### src/rtl/decode_stage_fwd_pkg.sv
// Shared opcode/func_3 encodings and immediate extraction helpers for the decode stage.
package decode_stage_fwd_pkg;

  localparam logic [6:0] OPC_LUI       = 7'b0110111;
  localparam logic [6:0] OPC_AUIPC     = 7'b0010111;
  localparam logic [6:0] OPC_JAL       = 7'b1101111;
  localparam logic [6:0] OPC_JALR      = 7'b1100111;
  localparam logic [6:0] OPC_BRANCH    = 7'b1100011;
  localparam logic [6:0] OPC_LOAD      = 7'b0000011;
  localparam logic [6:0] OPC_STORE     = 7'b0100011;
  localparam logic [6:0] OPC_OP_IMM    = 7'b0010011;
  localparam logic [6:0] OPC_OP        = 7'b0110011;
  localparam logic [6:0] OPC_MISC_MEM  = 7'b0001111;
  localparam logic [6:0] OPC_SYSTEM    = 7'b1110011;
  localparam logic [6:0] OPC_OP_IMM_32 = 7'b0011011;
  localparam logic [6:0] OPC_OP_32     = 7'b0111011;

  localparam logic [2:0] F3_BEQ  = 3'b000;
  localparam logic [2:0] F3_BNE  = 3'b001;
  localparam logic [2:0] F3_BLT  = 3'b100;
  localparam logic [2:0] F3_BGE  = 3'b101;
  localparam logic [2:0] F3_BLTU = 3'b110;
  localparam logic [2:0] F3_BGEU = 3'b111;

  typedef enum logic [2:0] {IMM_I, IMM_S, IMM_B, IMM_U, IMM_J} imm_fmt_e;

  // Returns the immediate sign-extended to 32 bits; callers widen to XLEN.
  function automatic logic [31:0] imm_ext(input logic [31:0] instr, input imm_fmt_e fmt);
    logic [31:0] imm;
    case (fmt)
      IMM_S:   imm = {{20{instr[31]}}, instr[31:25], instr[11:7]};
      IMM_B:   imm = {{19{instr[31]}}, instr[31], instr[7], instr[30:25], instr[11:8], 1'b0};
      IMM_U:   imm = {instr[31:12], 12'h000};
      IMM_J:   imm = {{11{instr[31]}}, instr[31], instr[19:12], instr[20], instr[30:21], 1'b0};
      default: imm = {{20{instr[31]}}, instr[31:20]};
    endcase
    return imm;
  endfunction

endpackage

### src/rtl/decode_stage_fwd_branch.sv
// Branch/jump resolution in ID: condition evaluation and redirect target.
module decode_stage_fwd_branch
  import decode_stage_fwd_pkg::*;
#(
  parameter int XLEN = 32
) (
  input  logic [XLEN-1:0] op_a,
  input  logic [XLEN-1:0] op_b,
  input  logic [2:0]      func_3,
  input  logic [6:0]      opcode,
  input  logic [XLEN-1:0] pc,
  input  logic [XLEN-1:0] imm,
  output logic            taken,
  output logic [XLEN-1:0] target
);

  always_comb begin
    taken  = 1'b0;
    target = pc + imm;
    case (opcode)
      OPC_BRANCH: begin
        case (func_3)
          F3_BEQ:  taken = (op_a == op_b);
          F3_BNE:  taken = (op_a != op_b);
          F3_BLT:  taken = ($signed(op_a) <  $signed(op_b));
          F3_BGE:  taken = ($signed(op_a) >= $signed(op_b));
          F3_BLTU: taken = (op_a <  op_b);
          F3_BGEU: taken = (op_a >= op_b);
          default: taken = 1'b0;
        endcase
      end
      OPC_JAL:  taken = 1'b1;
      OPC_JALR: begin
        taken  = 1'b1;
        target = (op_a + imm) & {{(XLEN-1){1'b1}}, 1'b0};
      end
      default: taken = 1'b0;
    endcase
  end

endmodule

### src/rtl/decode_stage_fwd.sv
// ID stage: decode, operand forwarding, hazard bubbles, branch resolution with
// wrong-path squash, and the registered ID/EX pipeline register.
module decode_stage_fwd
  import decode_stage_fwd_pkg::*;
#(
  parameter int          XLEN         = 32,
  parameter logic [63:0] BOOT_ADDRESS = 64'h0,
  parameter int          SQUASH_SLOTS = 1,
  parameter bit          FWD_EN       = 1'b1
) (
  input  logic            clk,
  input  logic            rst,
  input  logic            flush,
  input  logic            if_id_valid,
  input  logic [XLEN-1:0] if_id_pc,
  input  logic [31:0]     if_id_instr,
  output logic            id_ready,
  output logic [4:0]      rf_rs_1_num,
  output logic [4:0]      rf_rs_2_num,
  input  logic [XLEN-1:0] rf_rs_1,
  input  logic [XLEN-1:0] rf_rs_2,
  input  logic            ex_ready,
  input  logic            ex_mem_valid,
  input  logic            ex_mem_is_load,
  input  logic [4:0]      ex_mem_rd_num,
  input  logic [XLEN-1:0] ex_mem_val,
  input  logic            wb_valid,
  input  logic [4:0]      wb_rd_num,
  input  logic [XLEN-1:0] wb_val,
  output logic            id_ex_valid,
  output logic [XLEN-1:0] id_ex_pc,
  output logic [XLEN-1:0] id_ex_rs_1,
  output logic [XLEN-1:0] id_ex_rs_2,
  output logic [XLEN-1:0] id_ex_imm,
  output logic [4:0]      id_ex_rd_num,
  output logic [6:0]      id_ex_opcode,
  output logic [6:0]      id_ex_func_7,
  output logic [2:0]      id_ex_func_3,
  output logic            id_ex_link,
  output logic            id_ex_illegal,
  output logic            b_taken,
  output logic [XLEN-1:0] b_pc
);

  localparam logic [1:0] SQUASH_INIT = 2'(SQUASH_SLOTS);

  logic [6:0]      opcode;
  logic [2:0]      func_3;
  logic [4:0]      rd_num;
  logic [1:0]      use_rs;
  logic            has_rd;
  logic            illegal;
  imm_fmt_e        fmt;
  logic [XLEN-1:0] imm;
  logic [4:0]      rs_num  [2];
  logic [XLEN-1:0] rf_data [2];
  logic [XLEN-1:0] rs_val  [2];
  logic [1:0]      opnd_hz;
  logic            is_br_jalr;
  logic            hazard;
  logic            squashing;
  logic            issue;
  logic            br_taken;
  logic [XLEN-1:0] br_target;
  logic [1:0]      squash_cnt_reg;

  assign opcode      = if_id_instr[6:0];
  assign func_3      = if_id_instr[14:12];
  assign rs_num[0]   = if_id_instr[19:15];
  assign rs_num[1]   = if_id_instr[24:20];
  assign rf_rs_1_num = rs_num[0];
  assign rf_rs_2_num = rs_num[1];
  assign rf_data[0]  = rf_rs_1;
  assign rf_data[1]  = rf_rs_2;
  assign rd_num      = has_rd ? if_id_instr[11:7] : 5'd0;
  assign imm         = XLEN'(signed'(imm_ext(if_id_instr, fmt)));
  assign is_br_jalr  = (opcode == OPC_BRANCH) || (opcode == OPC_JALR);

  always_comb begin
    use_rs  = 2'b00;
    has_rd  = 1'b0;
    illegal = 1'b0;
    fmt     = IMM_I;
    case (opcode)
      OPC_LUI, OPC_AUIPC: begin has_rd = 1'b1; fmt = IMM_U; end
      OPC_JAL:            begin has_rd = 1'b1; fmt = IMM_J; end
      OPC_JALR, OPC_LOAD, OPC_OP_IMM, OPC_SYSTEM: begin
        has_rd = 1'b1; use_rs = 2'b01;
      end
      OPC_BRANCH:         begin use_rs = 2'b11; fmt = IMM_B; end
      OPC_STORE:          begin use_rs = 2'b11; fmt = IMM_S; end
      OPC_OP:             begin use_rs = 2'b11; has_rd = 1'b1; end
      OPC_MISC_MEM:       ;
      OPC_OP_IMM_32: begin
        if (XLEN == 64) begin has_rd = 1'b1; use_rs = 2'b01; end
        else illegal = 1'b1;
      end
      OPC_OP_32: begin
        if (XLEN == 64) begin has_rd = 1'b1; use_rs = 2'b11; end
        else illegal = 1'b1;
      end
      default:            illegal = 1'b1;
    endcase
  end

  for (genvar gi = 0; gi < 2; gi++) begin : g_opnd
    logic em_hit, wb_hit, load_use, br_dep, no_fwd;
    assign em_hit = ex_mem_valid && (ex_mem_rd_num != 5'd0) && (ex_mem_rd_num == rs_num[gi]);
    assign wb_hit = wb_valid && (wb_rd_num != 5'd0) && (wb_rd_num == rs_num[gi]);
    assign rs_val[gi] = (rs_num[gi] == 5'd0)                  ? '0 :
                        (FWD_EN && em_hit && !ex_mem_is_load) ? ex_mem_val :
                        (FWD_EN && wb_hit)                    ? wb_val :
                                                                rf_data[gi];
    assign load_use = id_ex_valid && (id_ex_opcode == OPC_LOAD) &&
                      (id_ex_rd_num != 5'd0) && (id_ex_rd_num == rs_num[gi]);
    // Branches resolve here, so even a one-cycle-old ALU result is too late.
    assign br_dep   = is_br_jalr &&
                      ((id_ex_valid && (id_ex_rd_num != 5'd0) && (id_ex_rd_num == rs_num[gi])) ||
                       (em_hit && ex_mem_is_load));
    assign no_fwd   = !FWD_EN && (em_hit || wb_hit);
    assign opnd_hz[gi] = use_rs[gi] && (load_use || br_dep || no_fwd);
  end

  assign hazard    = if_id_valid && (opnd_hz != 2'b00);
  assign id_ready  = if_id_valid && ex_ready && !hazard && !flush;
  assign squashing = (squash_cnt_reg != 2'd0);
  assign issue     = id_ready && !squashing;

  decode_stage_fwd_branch #(.XLEN(XLEN)) u_branch (
    .op_a   (rs_val[0]),
    .op_b   (rs_val[1]),
    .func_3 (func_3),
    .opcode (opcode),
    .pc     (if_id_pc),
    .imm    (imm),
    .taken  (br_taken),
    .target (br_target)
  );

  always_ff @(posedge clk or negedge rst) begin
    if (!rst) begin
      id_ex_valid    <= 1'b0;
      id_ex_pc       <= '0;
      id_ex_rs_1     <= '0;
      id_ex_rs_2     <= '0;
      id_ex_imm      <= '0;
      id_ex_rd_num   <= '0;
      id_ex_opcode   <= '0;
      id_ex_func_7   <= '0;
      id_ex_func_3   <= '0;
      id_ex_link     <= 1'b0;
      id_ex_illegal  <= 1'b0;
      b_taken        <= 1'b0;
      b_pc           <= BOOT_ADDRESS[XLEN-1:0];
      squash_cnt_reg <= 2'd0;
    end else if (flush) begin
      id_ex_valid    <= 1'b0;
      b_taken        <= 1'b0;
      squash_cnt_reg <= 2'd0;
    end else begin
      b_taken <= 1'b0;
      if (ex_ready) begin
        if (issue) begin
          id_ex_valid   <= 1'b1;
          id_ex_pc      <= if_id_pc;
          id_ex_rs_1    <= rs_val[0];
          id_ex_rs_2    <= rs_val[1];
          id_ex_imm     <= imm;
          id_ex_rd_num  <= rd_num;
          id_ex_opcode  <= opcode;
          id_ex_func_7  <= if_id_instr[31:25];
          id_ex_func_3  <= func_3;
          id_ex_link    <= (opcode == OPC_JAL) || (opcode == OPC_JALR);
          id_ex_illegal <= illegal;
          if (br_taken) begin
            b_taken        <= 1'b1;
            b_pc           <= br_target;
            squash_cnt_reg <= SQUASH_INIT;
          end
        end else begin
          id_ex_valid <= 1'b0;
          // An accepted slot while squashing is the wrong-path fetch being dropped.
          if (id_ready && squashing)
            squash_cnt_reg <= squash_cnt_reg - 2'd1;
        end
      end
    end
  end

endmodule
### config.mk
export PLATFORM = sky130hd
export DESIGN_NAME = decode_stage_fwd
export DESIGN_NICKNAME = d
export VERILOG_FILES = /design/src/rtl/decode_stage_fwd_pkg.sv /design/src/rtl/decode_stage_fwd_branch.sv /design/src/rtl/decode_stage_fwd.sv
export SDC_FILE = /design/constraint.sdc
export NUM_CORES = 1
export LEC_CHECK = 0
export CORE_MARGIN = 3
export CORE_UTILIZATION = 49
export CTS_BUF_LIST = sky130_fd_sc_hd__clkbuf_16
export CTS_CLUSTER_DIAMETER = 60
export CTS_CLUSTER_SIZE = 8
export DETAILED_ROUTE_END_ITERATION = 12
export PLACE_DENSITY = 0.83
export SYNTH_ARGS = -nofsm -noshare
export SYNTH_HDL_FRONTEND = slang
export SYNTH_SLANG_ARGS = --single-unit
### constraint.sdc
create_clock -name clk -period 3.5 [get_ports clk]
set_input_delay 0.7 -clock clk [delete_from_list [all_inputs] [get_ports clk]]
set_output_delay 0.7 -clock clk [all_outputs]
set_load 0.03 [all_outputs]
---- After elaboration in Yosys (flattened, before gate mapping) ----
Cells that the tools add are included.
cells by class
  reductions and logical operators ........ 56
  $add $sub $neg .......................... 3
  equal/unequal tests ..................... 30
  $lt $le $gt $ge ......................... 4
  mux-type cells .......................... 27
  bitwise operators ....................... 1
operators with widths
  cell                                                  count
  two-way mux 32 bit                                    7
  one-hot mux 31 bit (4 select lines)                   1
  adder 32 bit                                          2
  greater-or-equal comparator 32 bit                    2
  less-than comparator 32 bit                           2
  equality test 32 bit                                  1
  != test 32 bit                                        1
  equality test 5 bit                                   6
  equality test 7 bit (second input constant)           4
  logical AND 1 bit                                     27
  equality test 7 x 6 -> 1 bit (second input constant)  3
  equality test 3 bit (second input constant)           5
  nonzero test 5 bit                                    3
  equality test 7 x 2 -> 1 bit (second input constant)  2
  equality test 7 x 5 -> 1 bit (second input constant)  2
  one-hot mux 3 bit (4 select lines)                    1
  OR reduction 11 bit                                   1
  zero test 5 bit                                       2
  two-way mux 2 bit                                     5
  two-way mux 1 bit                                     9
  OR reduction 8 bit                                    1
  equality test 7 x 4 -> 1 bit (second input constant)  1
  equality test 3 x 1 -> 1 bit (second input constant)  2
  equality test 3 x 2 -> 1 bit (second input constant)  2
  17 further kinds                                      29
storage, ports and cells
  flip-flop bits (word level) ............. 188
  logic and storage cells ................. 135
  bits of input ports ..................... 210

---- Depth between registers and ports, before layout ----
  depth after elaboration ................. 18
  mapped depth ............................ 22

---- Modules after synthesis ----
Synthesis repeated with hierarchy kept, for this count alone.
second synthesis, totals
  cells, all modules ...................... 1515
  area total of the unflattened synthesis .. 14029.7 um2
by module, submodules not included
  module                   area each (um2)  cells an instance  sequential area each (um2)  times used
  decode_stage_fwd         9653.0           882                4679.5                      1
  decode_stage_fwd_branch  4376.7           633                0.0                         1

---- Worst setup path before layout ----
Ideal clock, no wire load.
  path type ............................... in2reg
  from .................................... input if_id_instr[15]
  to ...................................... register b_pc[14]
  stages .................................. 20
  data required time ...................... 3.373 ns
  slack ................................... -2.448 ns
  data arrival time ....................... 5.821 ns
  path through ............................ clkbuf_1 > xnor2_1 > nand2_1 > nor3_1 > clkbuf_1 > buf_1 > mux2i_1 > a211oi_1 > ha_1 > and4_1 > a221o_1 > a32oi_1 > and3_1 > o2111ai_1 > o31ai_4 > mux2i_1 > mux2i_1 > a311oi_2 > buf_4 > mux2_1
RTL lines
  element               line                     text
  from (decl)           decode_stage_fwd.sv:16   input logic [31:0] if_id_instr,
  to (signal assigned)  decode_stage_fwd.sv:154  b_pc <= BOOT_ADDRESS[XLEN-1:0];
  to (signal assigned)  decode_stage_fwd.sv:177  b_pc <= br_target;
  to (decl)             decode_stage_fwd.sv:42   output logic [XLEN-1:0] b_pc

==> reports/results.tsv <==
stage	metric	value	unit
timing	fin_crit	5.41	ns
timing	hold_violations	0	
critical_path	critPathRequiredTime	3.82	ns
critical_path	cp.arrival	5.73	ns
clocking	clock_path_buffers	2	
grt	grt_max_degree	78	
timing	slew_violations	0	
synth	synth_nets	1792	
timing	relSlewSlack	54.2	%
timing	timing.setup.tns	-60.95	ns
cells_and_area	final.fill_count	1520	
route	vias_per_cell	6.12	
grt	overflow	0	
grt	grt_pass1_vias	16600	
critical_path	worstReg2RegEnd	b_pc[23]	
clocking	h-tree-depth	4	
grt	track_usage	41.0	%
route	dr_wl_met3	6.45	mm
pwr	p_leak	0.0105	uW
critical_path	crit_start	ex_mem_rd_num[2]	
synth	synth_ff_type	dfrtp_1	
floorplan	die_h	173	microns
pwr	clkPwrFrac	22.7	%
clocking	root_buffer	clkbuf_16	
cells_and_area	fin_cells	2687	
clocking	clkSinkCount	187	
synth	synth_async_sr_flop_share	100	%
place	io_buffers	406	
cells_and_area	layout.nets	2598	
critical_path	rr_worst_depth	15	
pwr	internal_power	5480	uW
route	ant_nets	0	
pwr	p_sw	3610	uW
clocking	cts_made_buffers	17	
critical_path	cp_max_fo	3	
timing	fin_ws	-1.91	ns
floorplan	num_rows	60	
timing	clock.fmax	185	MHz
route	drc	0	
clocking	cts_tree	yes	
timing	setup_viol	35	
status	status	finished with violations	
critical_path	r2r_slack	0.07	ns
place	place_congestion	0.980	
critical_path	worstSetupEndpoint	b_pc[30]	
route	wl_met1	24.2	mm
status	violations	setup timing	
floorplan	core_area	27200	sq um
pwr	p_comb_share	46.9	%
grt	antenna_found_initial	8	
floorplan	io_pins	407	
critical_path	rr_startpoint	id_ex_rd_num[2]	
route	drt_iter0_markers	1944	
route	vias	16500	
synth	ys_ff_latch	187	
clocking	clkLatencyLatePin	0.45	ns
critical_path	start_kind	input port	
timing	hold_ws	0.269	ns
route	wl	66.3	mm
grt	grt_pass1_wl	96.3	mm
route	wl_met2	31.1	mm
cells_and_area	drive_above_1_share	32.7	%
pwr	vdd_drop_max	0.294	mV
synth	netlist_area	13700	sq um
clocking	cts_hold_buf	0	
cells_and_area	syn2layout_area_growth	68.3	%
synth	ys_seq_area_share	34.2	%
route	routed.top_layer	met5	
synth	synth_edf_count	0	
route	dr.pass1.iters	7	
floorplan	dieArea	30000	sq um
pwr	swShare	39.7	%
timing	rsz0062_at_grt	yes	
timing	worstMarginPinSlew	0.684	ns
floorplan	start_util	50.4	%
synth	yosys_warnings	0	
floorplan	die_w	173	microns
synth	ys_types	75	
route	wl_per_cell	24.7	microns
synth	syn_avg_cell_area	9.19	sq um
timing	period_share	154	%
critical_path	crit_type	input port to register	
job	drv_cap	0	
pwr	p_seq_share	30.5	%
worst_hold_path	holdCritPathClass	input port to asynchronous set/reset pin	
clocking	cts.reportedPaths.clkPinSlew	0.09	ns
timing	skew	0.0229	ns
critical_path	crit_path_end_kind	register	
place	numPlacedInstances	2591	
pwr	pwr_density_cell	395	nW/um^2
synth	syn-instance-count	1489	
place	hpwl	47.6	mm
-- critical path: stages --
cell,delay [ns]
buf_6,0.09
or4_4,0.55
o211ai_4,0.23
buf_6,0.13
or3_4,0.16
buf_4,0.12
buf_4,0.10
nor2_1,0.03
a211oi_1,0.59
ha_1,0.37
o21a_1,0.11
o21a_1,0.16
o21ai_0,0.30
nor2_1,0.10
and4_1,0.24
o31ai_1,0.23
buf_4,0.16
a31oi_1,0.13
a221o_1,0.37
a21oi_1,0.17
xor2_1,0.21
o221ai_1,0.18
mux2_4,0.29
-- through the flow --
step           power (uW)  setup WS [ns]  util (%)  instance area [sq um]
2_1_floorplan        4730          -1.56         -                  13900
3_3_place_gp         6660          -2.71      78.2                  21300
3_5_place_dp         6770          -3.05      78.2                  21300
4_1_cts              8880          -1.66      83.0                  22600
5_1_grt              9380          -2.00      84.8                  23000
6_report             9090          -1.91      84.8                  23000
-- cell usage in the layout, fill, tap and decap left out, drive strengths merged, types with 7 or more instances in the layout --
| cell | count |
|---|---|
| buf | 483 |
| clkdlybuf4s50 | 375 |
| dfrtp | 187 |
| nor2 | 147 |
| nand2 | 126 |
| mux2 | 110 |
| o21ai | 97 |
| ha | 91 |
| a21oi | 83 |
| mux2i | 70 |
| xnor2 | 55 |
| a21o | 52 |
| inv | 38 |
| a211oi | 36 |
| a211o | 34 |
| clkbuf | 33 |
| nand3 | 30 |
| xor2 | 23 |
| nor2b | 19 |
| nand2b | 19 |
| a31oi | 18 |
| nor3 | 14 |
| nand4 | 12 |
| o21a | 11 |
| o21bai | 10 |
| and2 | 8 |
| o211ai | 8 |
| clkinv | 8 |
| diode | 7 |
| nor4 | 7 |
| or3 | 7 |
-- what timing repair did --
item / in CTS / in global routing
endpoints found under the setup margin: 59 / 180
buffers inserted: 33 / 22
gates resized for setup: 116 / 121
pin swaps: 30 / 40
gates cloned: 5 / 1
-- logic make-up after synthesis --
group	share of synthesized area (%)
simple gates	14.5
compound gates	19.7
flops	34.2
mux	14.2
buf+inv	3.89
fa+ha+maj	8.61
xor+xnor	4.99
-- power by group through the flow --
stage	Sequential [uW]	Clock (uW)	Combinational, uW
final	2770	2060	4260
after global placement	2760	0	3900
after global routing	2790	2130	4450
after detailed placement	2780	0	3990
after floorplan	3450	0	1280
after CTS	2750	2050	4080
-- how the worst min path moves through the flow --
stage	slack, ns	endpoint	from
floorplan	0.40	b_pc[0]	rst
global placement	0.46	id_ex_rs_2[11]	id_ex_rs_2[11]
detailed placement	0.47	id_ex_rs_2[14]	id_ex_rs_2[14]
CTS	0.31	id_ex_pc[20]	rst
global route	0.33	id_ex_pc[20]	rst
finish	0.27	id_ex_pc[20]	rst
-- area by class of cell --
| cell class | instances | area, sq um | area share (%) |
|---|---|---|---|
| tap | 372 | 465 | 2.02 |
| timing repair buffer | 881 | 8010 | 34.8 |
| antenna | 7 | 17.5 | 0.0760 |
| multi-input combinational | 1177 | 9160 | 39.7 |
| inverter | 31 | 116 | 0.505 |
| clock buffer | 17 | 425 | 1.85 |
| clock inverter | 15 | 171 | 0.744 |
| sequential | 187 | 4680 | 20.3 |
-- routing by layer --
layer | track usage [%] | vias to the layer above
li1 | - | 7031
met4 | 22.1 | 2
met5 | 0 | -
met1 | 48.2 | 7888
met3 | 9.86 | 344
met2 | 69.1 | 1188
-- synthesized netlist by cell type, drive strengths merged (3+ instances only) --
master | instances | share of area (%)
clkbuf | 67 | 1.8
dfrtp | 187 | 34
nand3b | 6 | 0.33
nor3 | 14 | 0.51
nand2 | 126 | 3.5
xnor2 | 55 | 3.5
a211o | 34 | 2.2
nand2b | 19 | 0.87
a21o | 52 | 2.9
nor2b | 19 | 0.87
ha | 91 | 8.3
o22ai | 5 | 0.23
a31o | 4 | 0.26
o2111ai | 4 | 0.26
and3 | 6 | 0.27
nand4 | 12 | 0.55
and4 | 3 | 0.19
a22o | 3 | 0.19
nor2 | 147 | 4.1
and2 | 8 | 0.37
nand3 | 30 | 1.1
o31ai | 5 | 0.37
o21bai | 10 | 0.55
nor4 | 7 | 0.37
nand4b | 4 | 0.26
or2 | 4 | 0.18
mux2i | 70 | 5.1
a31oi | 18 | 0.82
o21ai | 97 | 3.6
a41oi | 3 | 0.19
a21oi | 83 | 3.0
buf | 27 | 1.2
o21a | 11 | 0.60
xor2 | 23 | 1.5
inv | 31 | 0.85
or4 | 6 | 0.36
o211ai | 8 | 0.48
mux2 | 110 | 9.1
a211oi | 36 | 2.0
or3 | 7 | 0.36
a21boi | 5 | 0.27
(Power assumes the default switching activity.)
